==> src/rtl/reorder_buffer.sv <==
`default_nettype none
// ============================================================================
//  Module      : reorder_buffer
//  Description : Circular reorder buffer placed directly after dispatch.
//                Allocates one entry per accepted instruction, collects
//                completions from the ALU, memory and branch units, retires
//                in program order (at most one per cycle) and truncates the
//                tail on a branch mispredict, broadcasting a one-cycle flush
//                pulse with the branch tag.
//  Optional    : define ROB_PERF_CNT_EN to add the perf_commits,
//                perf_flushes and perf_full_cycles counter outputs.
//  Ports       : clk, reset (async, active-low)
//                alloc_*      - allocation request from dispatch
//                rob_full     - no free entry
//                rob_index    - index the next allocation receives
//                wb_*         - completion ports (ALU, memory, branch)
//                mispredict*  - registered flush pulse and branch tag
//                commit_*     - head entry retiring this cycle
//  Revision    : 1.0 - initial release
// ============================================================================
module reorder_buffer #(
    parameter int DEPTH  = 16,
    parameter int IDX_W  = 5,
    parameter int PREG_W = 7,
    parameter int AREG_W = 5
) (
    input  logic              clk,
    input  logic              reset,
`ifdef ROB_PERF_CNT_EN
    output logic [31:0]       perf_commits,
    output logic [15:0]       perf_flushes,
    output logic [31:0]       perf_full_cycles,
`endif
    input  logic              alloc_valid,
    input  logic              alloc_has_dest,
    input  logic [AREG_W-1:0] alloc_rd,
    input  logic [PREG_W-1:0] alloc_pd_new,
    input  logic [PREG_W-1:0] alloc_pd_old,
    output logic              rob_full,
    output logic [IDX_W-1:0]  rob_index,
    input  logic              wb_alu_valid,
    input  logic [IDX_W-1:0]  wb_alu_rob,
    input  logic              wb_mem_valid,
    input  logic [IDX_W-1:0]  wb_mem_rob,
    input  logic              wb_b_valid,
    input  logic [IDX_W-1:0]  wb_b_rob,
    input  logic              wb_b_mispredict,
    output logic              mispredict,
    output logic [IDX_W-1:0]  mispredict_tag,
    output logic              commit_valid,
    output logic              commit_has_dest,
    output logic [AREG_W-1:0] commit_rd,
    output logic [PREG_W-1:0] commit_pd_new,
    output logic [PREG_W-1:0] commit_pd_old
);

    localparam int PTR_W = (DEPTH > 1) ? $clog2(DEPTH) : 1;
    localparam int CNT_W = $clog2(DEPTH + 1);
    localparam logic [CNT_W-1:0] FULL_COUNT = CNT_W'(DEPTH);

    // Ring increment that also works for non power-of-two depths.
    function automatic logic [PTR_W-1:0] ptr_inc(input logic [PTR_W-1:0] p);
        if (int'(p) == DEPTH - 1) return '0;
        return p + PTR_W'(1);
    endfunction

    // Forward distance from base to p around the ring (age relative to head).
    function automatic logic [PTR_W-1:0] ptr_age(input logic [PTR_W-1:0] p,
                                                 input logic [PTR_W-1:0] base);
        if (p >= base) return p - base;
        return PTR_W'(int'(p) + DEPTH - int'(base));
    endfunction

    function automatic logic in_range(input logic [IDX_W-1:0] t);
        return int'(t) < DEPTH;
    endfunction

    // ------------------------------------------------------------------
    // State
    // ------------------------------------------------------------------
    logic [PTR_W-1:0]  head;
    logic [PTR_W-1:0]  tail;
    logic [CNT_W-1:0]  count;
    logic [DEPTH-1:0]  valid;
    logic [DEPTH-1:0]  done;
    logic [DEPTH-1:0]  has_dest;
    logic [AREG_W-1:0] rd     [DEPTH];
    logic [PREG_W-1:0] pd_new [DEPTH];
    logic [PREG_W-1:0] pd_old [DEPTH];

    // ------------------------------------------------------------------
    // Combinational decode
    // ------------------------------------------------------------------
    logic [PTR_W-1:0] alu_ptr;
    logic [PTR_W-1:0] mem_ptr;
    logic [PTR_W-1:0] b_ptr;
    logic             alu_hit;
    logic             mem_hit;
    logic             b_hit;
    logic             flush;
    logic             alloc_ok;
    logic [PTR_W-1:0] tag_age;
    logic [DEPTH-1:0] kill;

    assign alu_ptr = wb_alu_rob[PTR_W-1:0];
    assign mem_ptr = wb_mem_rob[PTR_W-1:0];
    assign b_ptr   = wb_b_rob[PTR_W-1:0];

    // Completions only count against live entries.
    assign alu_hit = wb_alu_valid && in_range(wb_alu_rob) && valid[alu_ptr];
    assign mem_hit = wb_mem_valid && in_range(wb_mem_rob) && valid[mem_ptr];
    assign b_hit   = wb_b_valid   && in_range(wb_b_rob)   && valid[b_ptr];

    assign flush    = b_hit && wb_b_mispredict;
    assign alloc_ok = alloc_valid && !rob_full && !flush;
    assign tag_age  = ptr_age(b_ptr, head);

    // An entry is younger than the branch when it sits further from head.
    // Slots beyond the live region are already invalid, so killing them too
    // is harmless and keeps the wrap-around case trivial.
    always_comb begin
        kill = '0;
        for (int i = 0; i < DEPTH; i++) begin
            kill[i] = flush && (ptr_age(PTR_W'(i), head) > tag_age);
        end
    end

    assign commit_valid    = (count != '0) && valid[head] && done[head];
    assign commit_has_dest = has_dest[head];
    assign commit_rd       = rd[head];
    assign commit_pd_new   = pd_new[head];
    assign commit_pd_old   = pd_old[head];

    // Derived from registered state only; no path from alloc_valid.
    assign rob_full  = (count == FULL_COUNT);
    assign rob_index = IDX_W'(tail);

    // ------------------------------------------------------------------
    // Sequential update
    // ------------------------------------------------------------------
    always_ff @(posedge clk or negedge reset) begin
        if (!reset) begin
            head           <= '0;
            tail           <= '0;
            count          <= '0;
            valid          <= '0;
            done           <= '0;
            has_dest       <= '0;
            mispredict     <= 1'b0;
            mispredict_tag <= '0;
            for (int i = 0; i < DEPTH; i++) begin
                rd[i]     <= '0;
                pd_new[i] <= '0;
                pd_old[i] <= '0;
            end
        end else begin
            for (int i = 0; i < DEPTH; i++) begin
                if (commit_valid && head == PTR_W'(i)) valid[i] <= 1'b0;
                if (kill[i])                           valid[i] <= 1'b0;
                // Writebacks to entries being flushed this edge are dropped.
                if (((alu_hit && alu_ptr == PTR_W'(i)) ||
                     (mem_hit && mem_ptr == PTR_W'(i))) && !kill[i]) begin
                    done[i] <= 1'b1;
                end
                if (b_hit && b_ptr == PTR_W'(i)) done[i] <= 1'b1;
                // The tail slot is never live, so allocation cannot collide
                // with a commit or writeback on the same index.
                if (alloc_ok && tail == PTR_W'(i)) begin
                    valid[i]    <= 1'b1;
                    done[i]     <= 1'b0;
                    has_dest[i] <= alloc_has_dest;
                    rd[i]       <= alloc_rd;
                    pd_new[i]   <= alloc_pd_new;
                    pd_old[i]   <= alloc_pd_old;
                end
            end

            if (commit_valid) head <= ptr_inc(head);

            if (flush) begin
                tail  <= ptr_inc(b_ptr);
                count <= CNT_W'(tag_age) + CNT_W'(1) - CNT_W'(commit_valid);
            end else begin
                if (alloc_ok) tail <= ptr_inc(tail);
                count <= count + CNT_W'(alloc_ok) - CNT_W'(commit_valid);
            end

            mispredict     <= flush;
            mispredict_tag <= flush ? wb_b_rob : '0;
        end
    end

`ifdef ROB_PERF_CNT_EN
    always_ff @(posedge clk or negedge reset) begin
        if (!reset) begin
            perf_commits     <= '0;
            perf_flushes     <= '0;
            perf_full_cycles <= '0;
        end else begin
            perf_commits     <= perf_commits     + 32'(commit_valid);
            perf_flushes     <= perf_flushes     + 16'(flush);
            perf_full_cycles <= perf_full_cycles + 32'(rob_full);
        end
    end
`endif

endmodule
`default_nettype wire
==> config.mk <==
export PLATFORM = sky130hd
export DESIGN_NAME = reorder_buffer
export DESIGN_NICKNAME = d
export VERILOG_FILES = /design/src/rtl/reorder_buffer.sv
export SDC_FILE = /design/constraint.sdc
export NUM_CORES = 1
export LEC_CHECK = 0
export ABC_AREA = 0
export BUFFER_PORTS_ARGS = -buffer_cell sky130_fd_sc_hd__buf_2
export CAP_MARGIN = 10
export CORE_MARGIN = 2
export CORE_UTILIZATION = 40
export DETAILED_ROUTE_END_ITERATION = 6
export GPL_ROUTABILITY_DRIVEN = 0
export PLACE_DENSITY = 0.57
export SYNTH_ARGS = -nofsm -noshare
export SYNTH_HDL_FRONTEND = slang
export SYNTH_SLANG_ARGS = --single-unit
export TNS_END_PERCENT = 20
==> constraint.sdc <==
create_clock -name clk -period 3.9 [get_ports clk]
set_input_delay 0.195 -clock clk [delete_from_list [all_inputs] [get_ports clk]]
set_output_delay 0.195 -clock clk [all_outputs]
set_load 0.01 [all_outputs]
==> run metrics <==
CTS tree=done; largest net degree at the start of global routing=between 80 and 90; cts hold-fix bufs=1; Post-synth top flop=dfrtp_1; vias post-DR=11900; Skew-Pair Late Insertion Delay=0.59 ns; Clock Skew=approximately 0.033 ns; share of layout cells above drive strength 1=44.1%; Worst VDD drop=~0.38 mV; #FFs+latches synth=~370; Starting Density=between 40 and 50%; status=completed; worst hold path type=in -> reg; Hold Slack=~0.033 ns; number of flops mapped to enable cells by yosys=0; PortBufs=73; Avg Cell Area, Syn=around 14 sq um; Die Ht=about 220 um; leakage power=between 9 and 10 nW; Ports=75; Placed Cells=1974; most frequent cells in the layout=dfrtp_1, mux2_2, mux4_2; Post-CTS Resized=0; Setup crit end kind=primary output; power density over the cells=roughly 890 nW/um^2; H-tree lvl count=2; setup violators final=0; Overflow after GRT=0; min Tclk post-route=roughly 3.7 ns; worst-case clock buffer depth=3; placeable core region=between 40000 and 50000 sq um; CP startpoint kind=register; Slew @ Worst Pin=1.04 ns; final worst setup slack=approximately 0.2 ns; kind of critical path=reg -> out; Site Rows=80; worst-path maximum fanout=48; die area=~50000 sq um; Yosys cell types=63; Data arrival, critical path=about 3.5 ns; Pre-antenna DRT Iters=5; Clk Tree Root Cell=clkbuf_16; synth warn=0; Clock Pin Slew Worst Setup and Hold Paths=0.06 ns; WL final=51100 um; unrepaired setup endpoints after global routing=no; initial antenna violation count=2; final antenna-violating net count=0; DR WL/cell=24.9 um; die extent in x=223 um; first-pass GRT wire length=a little under 80000 um; Fmax achieved=around 0.27 GHz; dpl ws=about 0.43 ns; clk sinks=around 370; Syn Inst Count=between 1000 and 1500; area growth from synthesis to layout=13.2%; Post-Syn Area=about 19000 sq um; vias in the first global route=between 10000 and 15000; Slew HR=a little under a third; Seq/Total Area, Yosys=48.2%; number of hold violations in the final report=0; Final Cycle Share=95.0%; asr flop ratio synth=between 90% and 100%; final std cells w/o fill=~2100; DRC=0; Layout Nets=1512; fin util=45.8%; WP data required=between 3 and 4 ns; Slew Limit Fails=0; commonest non-fill, non-tap cell in the layout=dfrtp_1; average via count per standard cell=5.80; post-CTS setup buffer count=0; TNS Setup=0 ns; DRT iter0 DRCs=851; CTS buffer count=42; max-cap violation count=0; total global-route track usage=roughly a fifth; dpl hpwl=~32000 um
-- per-layer routing --
layer  GRT usage (%)  share of wire [%]  vias up
met5               0              0.053        -
met4            7.10                2.7        4
met3            2.83                4.7       87
met2            33.5                 48      319
met1            29.3                 45     6357
li1                -                  -     5140
-- per-stage QoR --
| step | instance area, sq um | power [mW] |
|---|---|---|
| finish | 21800 | 19.5 |
| global route | 21800 | 20.7 |
| CTS | 21800 | 19.7 |
| detailed placement | 20300 | 15.5 |
| global placement | 20300 | 15.2 |
| floorplan | 19300 | 12.9 |
-- layout make-up --
type / instances / area [sq um]
repair buffers: 108 / 816
flip-flops and latches: 371 / 9290
well taps: 615 / 769
inverters: 46 / 173
diodes: 1 / 2.50
clock inverters: 17 / 210
multi-input cells: 835 / 9300
fillers: 4248 / 25800
clock buffers: 60 / 1240
-- state kept, by name, indices dropped and copies added (netlist names) --
register / cells
pd_new: 112
head: 4
valid: 16
has_dest: 16
count: 5
mispredict: 1
done: 16
mispredict_tag: 5
tail: 4
rd: 80
pd_old: 112
-- report_power, final --
part	leakage [nW]	internal (mW)	switching, mW	total (mW)
registers	4.59	5.70	1.17	6.87
clock network	0.706	2.43	1.67	4.10
logic	4.19	4.67	3.87	8.54
total	9.49	12.8	6.71	19.5
-- path summary, 6_finish.rpt --
check,endpoint,slack (ns),cells past startpoint,from
hold reg to reg,pd_old[10],0.50,1,pd_old[10]
hold / removal,tail[3],0.03,3,wb_b_rob[3]
setup reg to reg,done[0],0.35,11,head[1]
max in group asynchronous,pd_new[78],2.65,3,reset
setup / recovery,commit_has_dest,0.19,5,head[1]
min in group asynchronous,done[15],0.23,2,reset
-- critical path, cell delays in order, from the launching register on --
cell     delay (ns)
dfrtp_4        0.50
buf_4          0.50
buf_4          0.72
mux4_2         0.42
mux4_2         0.53
buf_2          0.17
-- cells in the mapped netlist, drive strengths merged (4+ instances only) --
cell type	instances	share of area, %
a21boi	7	0.27
inv	45	0.88
o211ai	18	0.70
and2	8	0.26
a31oi	10	0.32
nor2	27	0.53
a221oi	10	0.49
ha	63	4.1
mux2i	10	0.52
mux2	321	20
nand2	45	0.88
a21o	6	0.23
a21oi	28	0.73
o22ai	18	0.58
nand2b	10	0.32
clkbuf	46	0.90
xor2	7	0.32
nand3b	11	0.43
buf	59	1.9
xnor2	11	0.50
nand3	21	0.55
a311o	4	0.21
and3	15	0.49
mux4	106	12
o21ai	17	0.44
nor2b	11	0.36
dfrtp	371	48
a31o	4	0.18
-- cells by family after synthesis --
family	count (synthesis)	share of synthesized area [%]
compound gates	144	5.16
flops	371	48.2
mux	437	33.1
fa+ha+maj	66	4.40
simple gates	168	4.60
buf+inv	151	3.72
xor+xnor	18	0.818
other cells	1	0.0195
Power figures use the tool's default switching activity.
